**src/rtl/isr_control.sv**
```systemverilog
// isr_control: in-service register, priority resolution and the two-pulse INTA handshake.
// Define ROTATE_PRIORITY_EN to enable rotating priority; the default build uses fixed IR0-highest priority.
module isr_control (
  input  logic       clk,
  input  logic       reset,
  input  logic [7:0] irr,
  input  logic [7:0] imr,
  input  logic       inta,
  input  logic       eoi,
  input  logic       eoi_specific,
  input  logic [2:0] eoi_level,
  input  logic       aeoi,
  input  logic [4:0] vector_base,
  output logic       int_out,
  output logic [7:0] isr,
  output logic       reset_irr_bit,
  output logic [7:0] data_out,
  output logic       data_en
);

  typedef enum logic [1:0] {IDLE, REQ, ACK1} state_t;

  state_t     state, state_nx;
  logic       inta_q, inta_edge;
  logic       spurious, spurious_nx;
  logic       rirr_nx, den_nx;
  logic [2:0] level, level_nx, ptr;
  logic [7:0] cand, isr_set, isr_clr, isr_nx, dout_nx;
  logic [3:0] cand_top, isr_top;
  logic       win;
`ifdef ROTATE_PRIORITY_EN
  logic [2:0] ptr_nx;
`endif

  // Highest-priority set bit of v: {found, level}. Priority descends from p+1 (mod 8).
  function automatic logic [3:0] top_of(input logic [7:0] v, input logic [2:0] p);
    logic [3:0] r;
    logic [2:0] l;
    r = '0;
    for (int unsigned k = 8; k > 0; k--) begin
      l = p + 3'(k);
      if (v[l]) r = {1'b1, l};
    end
    return r;
  endfunction

  assign inta_edge = inta & ~inta_q;
  assign cand      = irr & ~imr;
  assign cand_top  = top_of(cand, ptr);
  assign isr_top   = top_of(isr, ptr);
  // Rank relative to the pointer: smaller rank means higher priority.
  assign win = cand_top[3] &
               (~isr_top[3] | (3'(cand_top[2:0] - ptr - 3'd1) < 3'(isr_top[2:0] - ptr - 3'd1)));
  assign int_out = (state == REQ);

  always_comb begin
    state_nx    = state;
    level_nx    = level;
    spurious_nx = spurious;
    rirr_nx     = 1'b0;
    dout_nx     = data_out;
    den_nx      = data_en;
    isr_set     = '0;
    isr_clr     = '0;
`ifdef ROTATE_PRIORITY_EN
    ptr_nx      = ptr;
`endif
    if (eoi) begin
      if (eoi_specific) begin
        isr_clr[eoi_level] = 1'b1;
      end else if (isr_top[3]) begin
        isr_clr[isr_top[2:0]] = 1'b1;
`ifdef ROTATE_PRIORITY_EN
        ptr_nx = isr_top[2:0];
`endif
      end
    end
    case (state)
      IDLE: if (win) state_nx = REQ;
      REQ: begin
        if (inta_edge) begin
          level_nx    = win ? cand_top[2:0] : 3'd7;
          spurious_nx = ~win;
          if (win) isr_set[cand_top[2:0]] = 1'b1;
          rirr_nx  = 1'b1;
          state_nx = ACK1;
        end
      end
      ACK1: begin
        // data_en doubles as the "second acknowledge seen" marker.
        if (inta_edge && !data_en) begin
          dout_nx = {vector_base, level};
          den_nx  = 1'b1;
          if (aeoi && !spurious) begin
            isr_clr[level] = 1'b1;
`ifdef ROTATE_PRIORITY_EN
            ptr_nx = level;
`endif
          end
        end else if (data_en && !inta) begin
          den_nx   = 1'b0;
          state_nx = IDLE;
        end
      end
      default: state_nx = IDLE;
    endcase
    // Clears come from the pre-update isr; a set on the same bit wins.
    isr_nx = (isr & ~isr_clr) | isr_set;
  end

  always_ff @(posedge clk or posedge reset) begin
    if (reset) begin
      state         <= IDLE;
      inta_q        <= 1'b0;
      level         <= '0;
      spurious      <= 1'b0;
      isr           <= '0;
      reset_irr_bit <= 1'b0;
      data_out      <= '0;
      data_en       <= 1'b0;
    end else begin
      state         <= state_nx;
      inta_q        <= inta;
      level         <= level_nx;
      spurious      <= spurious_nx;
      isr           <= isr_nx;
      reset_irr_bit <= rirr_nx;
      data_out      <= dout_nx;
      data_en       <= den_nx;
    end
  end

`ifdef ROTATE_PRIORITY_EN
  always_ff @(posedge clk or posedge reset) begin
    if (reset) ptr <= 3'd7;
    else       ptr <= ptr_nx;
  end
`else
  assign ptr = 3'd7;
`endif

endmodule

```
**config.mk**
```make
export PLATFORM = sky130hd
export DESIGN_NAME = isr_control
export DESIGN_NICKNAME = d
export VERILOG_FILES = /design/src/rtl/isr_control.sv
export SDC_FILE = /design/constraint.sdc
export NUM_CORES = 1
export LEC_CHECK = 0
export BUFFER_PORTS_ARGS = -buffer_cell sky130_fd_sc_hd__buf_2
export CORE_MARGIN = 2
export CORE_UTILIZATION = 50
export DETAILED_ROUTE_END_ITERATION = 10
export PLACE_DENSITY = 0.8
export SLEW_MARGIN = 20
export SYNTH_ARGS = -nofsm -noshare
export SYNTH_HDL_FRONTEND = slang
export SYNTH_SLANG_ARGS = --single-unit
```
**constraint.sdc**
```tcl
create_clock -name clk -period 4.2 [get_ports clk]
set_input_delay 0.42 -clock clk [delete_from_list [all_inputs] [get_ports clk]]
set_output_delay 0.42 -clock clk [all_outputs]
set_load 0.01 [all_outputs]
```
# Word level (Yosys, flattened, before mapping)

Cells that the tools add are included.

Register bits after elaboration: 25
Word-level logic and storage cells: 98

Add/subtract/negate cells: 4
Magnitude comparators: 9
Equal/unequal tests: 6
Bitwise gates (word level): 12
Reduce and logical (&&, ||, !) cells: 16
Multiplexer cells: 43

Operator list:

| cell                                                              | count |
|---|---|
| 2-to-1 mux 8 bit                                                  | 9 |
| 2-to-1 mux 4 bit                                                  | 16 |
| AND 8 bit                                                         | 2 |
| < comparator 3 x 4 -> 1 bit, second input constant                | 4 |
| NOT 8 bit                                                         | 2 |
| OR 8 bit                                                          | 2 |
| demux 1 bit (select 3 bit)                                        | 4 |
| greater-or-equal comparator 3 x 1 -> 1 bit, second input constant | 4 |
| 2-to-1 mux 1 bit                                                  | 8 |
| 2-to-1 mux 2 bit                                                  | 4 |
| logical AND 1 bit                                                 | 7 |
| != test 2 bit, second input constant                              | 3 |
| case mux 2 bit (3 select lines)                                   | 1 |
| AND reduction 2 bit                                               | 3 |
| subtractor 3 x 1 -> 3 bit, second input constant                  | 2 |
| subtractor 3 bit, second input constant                           | 2 |
| AND reduction 4 bit                                               | 1 |
| logical NOT 1 bit                                                 | 3 |
| < comparator 3 bit                                                | 1 |
| 2-to-1 mux 3 bit                                                  | 1 |
| NOT 1 bit                                                         | 3 |
| AND 1 bit                                                         | 2 |
| equality test 2 x 1 -> 1 bit, second input constant               | 1 |
| equality test 2 bit, second input constant                        | 1 |
| 4 further kinds                                                   | 4 |

# Depth between registers and ports, before layout

Gate-level depths: netlist (run 1).

Depth in word-level cells: 22
Mapped depth: 10
Depth with buffers taken out: 10

# Least setup slack after synthesis (run 1)

OpenSTA, ideal clock, no wires.

Path type: input -> register
Start point: input irr[3]
End point: register level[0]
Cell stages on the path: 9
Required time: 4076 ps
Arrival: 2060 ps
Setup time: 124 ps
Slack: 2016 ps
Buffers on the path: 0
Path through: nor2b_1 -> a21oi_1 -> nand2_1 -> nor2_1 -> ha_1 -> a21o_1 -> a41oi_1 -> o21bai_2 -> o31a_1

Longest elaborated chain between the ends: 11

Ends and longest elaborated chain:

| what                               | line | text |
|---|---|---|
| from (decl)                        | 6    | `input logic [7:0] irr,` |
| AND 8 bit (*)                      | 48   | `assign cand = irr & ~imr;` |
| 2-to-1 mux 4 bit (*) (4 in series) | 42   | `if (v[l]) r = {1'b1, l};` |
| subtractor 3 bit                   | 53   | `(~isr_top[3] \| (3'(cand_top[2:0] - ptr - 3'd1) < 3'(isr_top[2:0] - ptr - 3'd1)));` |
| subtractor 3 x 1 -> 3 bit          | 53   |  |
| < comparator 3 bit                 | 53   |  |
| OR 1 bit                           | 53   |  |
| AND 1 bit                          | 52   | `assign win = cand_top[3] &` |
| 2-to-1 mux 3 bit (*)               | 82   | `level_nx = win ? cand_top[2:0] : 3'd7;` |
| to (signal assigned)               | 124  | `level <= level_nx;` |
| to (decl)                          | 27   | `logic [2:0] level, level_nx, ptr;` |

Mark *: on every way between the ends. The rest lies on a longest branch, timed or not.
A chain may end at the register's enable or synchronous reset.

# Worst setup path after layout (run 1)

Start point: register isr[0]
End point: register state[0]

Longest elaborated chain between the ends: 8

Ends and longest elaborated chain:

| what                              | line | text |
|---|---|---|
| from (decl)                       | 15   | `output logic [7:0] isr,` |
| from (signal assigned)            | 126  | `isr <= isr_nx;` |
| 2-to-1 mux 4 bit (*)              | 42   |  |
| subtractor 3 bit                  | 53   |  |
| subtractor 3 x 1 -> 3 bit         | 53   |  |
| < comparator 3 bit                | 53   |  |
| OR 1 bit (*)                      | 53   |  |
| AND 1 bit (*)                     | 52   |  |
| != test 2 bit (no line) (*)       | -    |  |
| AND reduction 4 bit (no line) (*) | -    |  |
| to (signal assigned)              | 122  | `state <= state_nx;` |
| to (decl)                         | 23   | `state_t state, state_nx;` |

Marks and branches as above.

==> impl_metrics.csv, run 1 <==
group,metric,value,unit
run_status,outcome,"finished, violations left",
run_status,violations,"design-rule violations",
route,first_iter_violations,141,
critical_path,cp_slowest_cell,"dfrtp_1",
placement,post-dp-hpwl,2.94,mm
clocking,clockRootBuffer,"clkbuf_4",
finish,drive_gt1_share,31.2,%
route,vias_per_cell,5.95,
synthesis,yosysSeqAreaShare,41.6,%
synthesis,synth_compound_area_share,21.6,%
clocking,clockBufferDepth,2,
placement,port_buffers,48,
pwr,switching_share,42.6,%
critical_path,worstPathArrival,2.56,ns
synthesis,synthCells,166,
pwr,power_density,592,mW/mm2
floorplanning,die_w,58.8,um
floorplanning,die_h,58.8,um
synthesis,synth.most_common_cell,"dfrtp_1",
pwr,p_comb_share,51.1,%
route,firstDrtPassIters,7,
critical_path,cp-start-kind,"register",
clocking,cts.sinks,25,
sta,final.period_utilization,55.9,%
route,ant_nets,0,
placement,pre_cts_ws,1.69,ns
sta,worst_slack,1.85,ns
finish,diodes,0,
min_path,hp-class,"in2reg",
pwr,power_frac_clock,10.2,%
synthesis,synth_top_family_by_area,"simple AND/OR/NAND/NOR gates",
sta,worstMarginPinSlew,0.933,ns
pwr,internal-power,0.610,mW
pwr,leakagePower,0.857,nW
synthesis,synth_seq_cells,25,
critical_path,crit_required,4.42,ns
sta,fin_setup_tns,0,ns
synthesis,yosysTopAreaCell,"dfrtp_1",
pwr,sequentialPowerShare,38.7,%
sta,hold_viol,0,
critical_path,critPathMaxStageDelay,0.51,ns
critical_path,crit_path_end_kind,"register",
floorplanning,initial_core_util,53.6,%
finish,fin_area,0.00180,mm2
sta,rsz0062_at_grt,"no",
synthesis,netlist_area,0.00150,mm2
floorplanning,fp.dieArea,0.00346,mm2
floorplanning,num_rows,19,
pwr,power_switching,0.452,mW
sta,slew_violations,0,
synthesis,synth.distinct_cells,48,
sta,period_minus_slack,2.35,ns
route,remaining_drc_errors,3,
placement,dpl_cell_area,0.00177,mm2
sta,holdWs,0.242,ns
clocking,clk_pin_slew_worst_paths,0.14,ns
global_route,grt_max_degree,26,
clocking,cts_setup_buffers,0,
synthesis,synth_ff_type,"dfrtp_1",
clocking,cts-hold-fix-buffers,0,
synthesis,synth-xor-area-share,0,%
critical_path,cp_max_fo,9,
finish,layout.nets,248,
synthesis,muxShareOfSynthArea,4.50,%
synthesis,synth_nets,198,
global_route,grt_pass1_vias,1447,
clocking,insertion_delay,0.31,ns
sta,setup_viol,0,
clocking,cts-buffers-inserted,3,
placement,place_congestion,0.914,
synthesis,yosysWarnings,0,
floorplanning,coreArea,0.00281,mm2
global_route,grt_pass1_wl,6.36,mm
critical_path,cp_top_family,"simple AND/OR/NAND/NOR gates",
sta,slew_headroom,37.7,%
synthesis,synthSimpleGateAreaFrac,26.8,%
critical_path,path_class,"reg2reg",
floorplanning,io_pins,49,
pwr,max-vdd-ir-drop,0.315,mV
sta,fin_skew,0.00653,ns
route,vias,1464,
clocking,cts_max_level,1,
synthesis,synth_commonest_cells,"25 x dfrtp_1, 13 x nand2_1, 13 x nand2b_1, 13 x nor2_1",
clocking,cts.repair.resized,0,
finish,fill_cells,243,
synthesis,synth_fa_ha_area_share,1.67,%
synthesis,async_flop_share,100,%
critical_path,worstPathCellList,"nor4_2, nand2_1, ha_1, a21o_1, a21oi_1, nor2_1, o31ai_4, a32o_1",
finish,syn2layout_area_growth,19.5,%
critical_path,cp_num_buf_inv,0,
global_route,grt_usage,23.5,%
route,drt-total-wl,3.73,mm
synthesis,synth_top_area_share,41.6,%
global_route,antenna_found_initial,0,
sta,max_freq,426,MHz
run,cap_violations,0,
clocking,cts_tree,"built",
synthesis,synth.area.top_cells,"dfrtp_1 42%, nand2b_1 5.4%, mux2_2 4.5%",
route,wl_per_cell,15.2,um
global_route,overflow,0,
synthesis,syn_avg_cell_area,9.05,um2
synthesis,synth-edff-count,0,
-- power groups by stage --
| stage | logic, mW | registers (mW) | clock network [mW] |
|---|---|---|---|
| floorplan | 0.358 | 0.427 | 0 |
| global route | 0.593 | 0.429 | 0.124 |
| detailed placement | 0.536 | 0.416 | 0 |
| CTS | 0.539 | 0.411 | 0.111 |
| finish | 0.543 | 0.411 | 0.109 |
| global placement | 0.524 | 0.409 | 0 |
-- registers in the layout (all words and copies together), names as in the netlist --
name	count
inta_q	1
level	3
spurious	1
reset_irr_bit	1
data_out	8
data_en	1
state	2
isr	8
-- kinds of logic (layout without fill, tap and decap cells) --
family	Yosys count	count (layout)
buf+inv	14	63
mux	6	6
fa+ha+maj	2	2
flops	25	25
compound gates	47	47
simple gates	72	72
-- worst register-to-register path, stage by stage (launching register included) --
cell     delay, ns
dfrtp_1       0.51
nor4_2        0.42
nand2_1       0.12
ha_1          0.33
a21o_1        0.20
a21oi_1       0.09
nor2_1        0.18
o31ai_4       0.13
a32o_1        0.26
-- layer usage --
| metal | GRT usage (%) | part of all wire (%) | vias up | routed length, um |
|---|---|---|---|---|
| met5 | 0 | 0 | - | 0 |
| met4 | 9.42 | 2.3 | 0 | 85 |
| met3 | 2.42 | 4.9 | 12 | 181 |
| met2 | 40.2 | 51 | 56 | 1890 |
| met1 | 30.6 | 42 | 690 | 1570 |
| li1 | - | - | 706 | - |
-- placed cells by master, fill, tap and decap left out, types with 2 or more instances in the layout --
cell type	Yosys	final
buf_2	1	48
dfrtp_1	25	25
nand2b_1	13	13
nand2_1	13	13
nor2_1	13	13
inv_1	10	10
o21ai_0	10	10
nor3_1	8	8
mux2_2	6	6
nor2b_1	6	6
o21ai_1	6	6
a21oi_1	4	4
nand3_1	4	4
a31oi_1	4	4
o22ai_1	4	4
o31ai_1	3	3
clkbuf_4	0	3
and2_1	2	2
o221ai_1	2	2
nand3b_1	2	2
ha_1	2	2
-- area by class of cell --
type                       count  area [um2]  share of cell area [%]
clock buffer                   3        22.5                    1.25
clock inverter                 1        7.51                   0.418
inverter                      11        41.3                    2.30
multi-input combinational    127         820                    45.6
sequential                    25         626                    34.8
tap                           31        38.8                    2.16
timing repair buffer          48         240                    13.4
-- stage by stage --
stage	cells	util [%]	total power [mW]
after floorplan	166	-	0.784
after global placement	242	62.9	0.933
after detailed placement	242	62.9	0.952
after CTS	246	64.0	1.06
after global routing	246	64.0	1.15
final	246	64.0	1.06
-- final timing paths --
| kind | startpoint | slack [ns] | end | depth (start not counted) |
|---|---|---|---|---|
| setup / recovery | isr[0] | 1.85 | state[0] | 8 |
| hold / removal | inta | 0.24 | inta_q | 1 |
| max in group asynchronous | reset | 3.34 | reset_irr_bit | 2 |
| hold reg to reg | data_out[4] | 0.52 | data_out[4] | 1 |
| min in group asynchronous | reset | 0.28 | data_out[7] | 2 |
| setup reg to reg | isr[0] | 1.85 | state[0] | 8 |
No activity file was read; power rests on OpenSTA's default activity.
==> run 2, diff against run 1 <==
clock period = 2.3 ns   (was 4.2 ns; I/O delays follow)
==> run 2 against run 1 <==
  * The flow still finishes with violations (design-rule violations)
  * Global-route usage up 0.88 points
  * Die area is the same
  * Worst setup slack got worse by 1.8 ns
  * Highest routed layer unchanged
==> impl_metrics.csv, run 2 (same netlist as run 1, synthesis figures left out) <==
group,metric,value,unit
finish,syn2layout_area_growth,24.8,%
placement,dpl_cell_area,0.00183,mm2
clocking,insertion_delay,0.32,ns
finish,drive_gt1_share,34.7,%
floorplanning,die_h,58.8,um
sta,period_minus_slack,2.25,ns
global_route,use_met2,43.3,%
pwr,max-vdd-ir-drop,0.675,mV
global_route,grt_use_met1,29.7,%
global_route,grt_pass1_wl,6.38,mm
min_path,hold_depth,1,
finish,fill_cells,249,
route,wl_per_cell,15.2,um
route,firstDrtPassIters,7,
sta,setup_viol,0,
sta,slew_headroom,39.0,%
finish,fin_area,0.00188,mm2
critical_path,r2r_cells,8,
floorplanning,io_pins,49,
finish,layout_commonest_cell,"buf_2",
critical_path,critPathMaxStageDelay,0.55,ns
placement,placed_cells,251,
min_path,hp-class,"in2reg",
sta,rsz0062_at_grt,"yes",
pwr,leakagePower,0.914,nW
global_route,antenna_found_initial,0,
route,vias_per_cell,5.84,
clocking,cts_tree,"built",
run_status,violations,"design-rule violations",
floorplanning,initial_core_util,53.6,%
route,remaining_drc_errors,3,
critical_path,rr_endpoint,"state[0]",
global_route,grt-busiest-layer,"met2",
critical_path,crit_required,2.53,ns
critical_path,r2r_slack,0.05,ns
clocking,clk_pin_slew_worst_paths,0.14,ns
finish,largest_registers,"data_out x8, isr x8, level x3",
clocking,cts-buffers-inserted,3,
sta,hold_viol,0,
critical_path,cp_top_family,"simple AND/OR/NAND/NOR gates",
sta,max_freq,445,MHz
sta,worstMarginPinSlew,0.914,ns
clocking,cts.sinks,25,
floorplanning,fp.dieArea,0.00346,mm2
global_route,use_met3,4.62,%
floorplanning,coreArea,0.00281,mm2
critical_path,path_class,"reg2reg",
route,ant_nets,0,
min_path,min_from,"inta",
critical_path,crit_path_end_kind,"register",
min_path,holdPathEnd,"inta_q",
finish,layout.nets,258,
pwr,power_density,1080,mW/mm2
critical_path,cp_max_fo,4,
global_route,grt_pass1_vias,1435,
route,first_iter_violations,146,
route,vias,1494,
finish,final_cell_mix,"48 x buf_2, 25 x dfrtp_1, 13 x nand2b_1, 13 x nand2_1, 13 x nor2_1",
clocking,clockBufferDepth,2,
critical_path,reg2reg_from,"isr[6]",
global_route,grt_max_degree,26,
critical_path,worstPathArrival,2.48,ns
sta,fin_skew,0.00189,ns
pwr,totalPowerFinal,2.03,mW
run_status,outcome,"finished, violations left",
clocking,cts-hold-fix-buffers,0,
run,cap_violations,0,
critical_path,cp_slowest_cell,"or4_4",
finish,diodes,0,
floorplanning,num_rows,19,
finish,fin_cells,256,
clocking,cts_max_level,1,
critical_path,cp-start-kind,"register",
sta,holdWs,0.0540,ns
placement,post-dp-hpwl,3.11,mm
critical_path,cp_num_buf_inv,0,
placement,place_congestion,0.963,
clocking,clockRootBuffer,"clkbuf_4",
floorplanning,die_w,58.8,um
route,drt-total-wl,3.90,mm
global_route,overflow,0,
placement,port_buffers,48,
sta,final.period_utilization,97.8,%
sta,slew_violations,0,
global_route,grt_usage,24.4,%
critical_path,worstPathCellList,"or4_4, nand2_1, ha_1, a21o_1, a21oi_1, nor2_1, o31ai_4, a32o_1",
run 2: cell count changes in the layout (fill, tap and decap cells not counted), sizes merged:
cell and change:
clkinvlp -1, clkinv +1, buf +10
run 2: metal layers:
layer | vias to the layer above | part of all wire (%)
met1 | 710 | 39
met3 | 6 | 6.3
met4 | 0 | 1.4
met2 | 58 | 53
li1 | 720 | -
met5 | - | 0
run 2: timing repair:
action	in CTS	in global routing
resized for setup	0	1
setup buffers	0	1
endpoints found under the setup margin	0	5
run 2: final cells by class:
type	count	area [um2]	share of cell area, %
sequential	25	626	33.4
multi-input combinational	127	827	44.1
clock buffer	3	22.5	1.20
inverter	11	41.3	2.20
tap	31	38.8	2.07
clock inverter	1	5.00	0.267
timing repair buffer	58	315	16.8
run 2: worst max path at each step:
stage               depth (start not counted)       end  slack, ns    from
global route                                7    isr[7]      -0.04  isr[6]
floorplan                                   7  level[0]       0.12  isr[4]
finish                                      8  state[0]       0.05  isr[6]
CTS                                         7  level[0]       0.06  isr[6]
global placement                            7  level[0]       0.14  isr[6]
detailed placement                         10  level[0]       0.05  irr[3]
run 2: where the power goes:
part / leakage, nW / internal (mW) / total, mW / switching, mW
Sequential: 0.314 / 0.601 / 0.724 / 0.123
Clock: 0.0177 / 0.0652 / 0.200 / 0.135
Combinational: 0.582 / 0.501 / 1.10 / 0.601
Total: 0.914 / 1.17 / 2.03 / 0.859
run 2: stage by stage:
stage | setup WS, ns | setup TNS [ns] | util (%)
final | 0.0506 | 0 | 66.9
after global routing | -0.0425 | -0.128 | 66.9
after CTS | 0.0598 | 0 | 66.3
after detailed placement | 0.0516 | 0 | 65.3
after global placement | 0.136 | 0 | 65.3
after floorplan | 0.122 | 0 | -
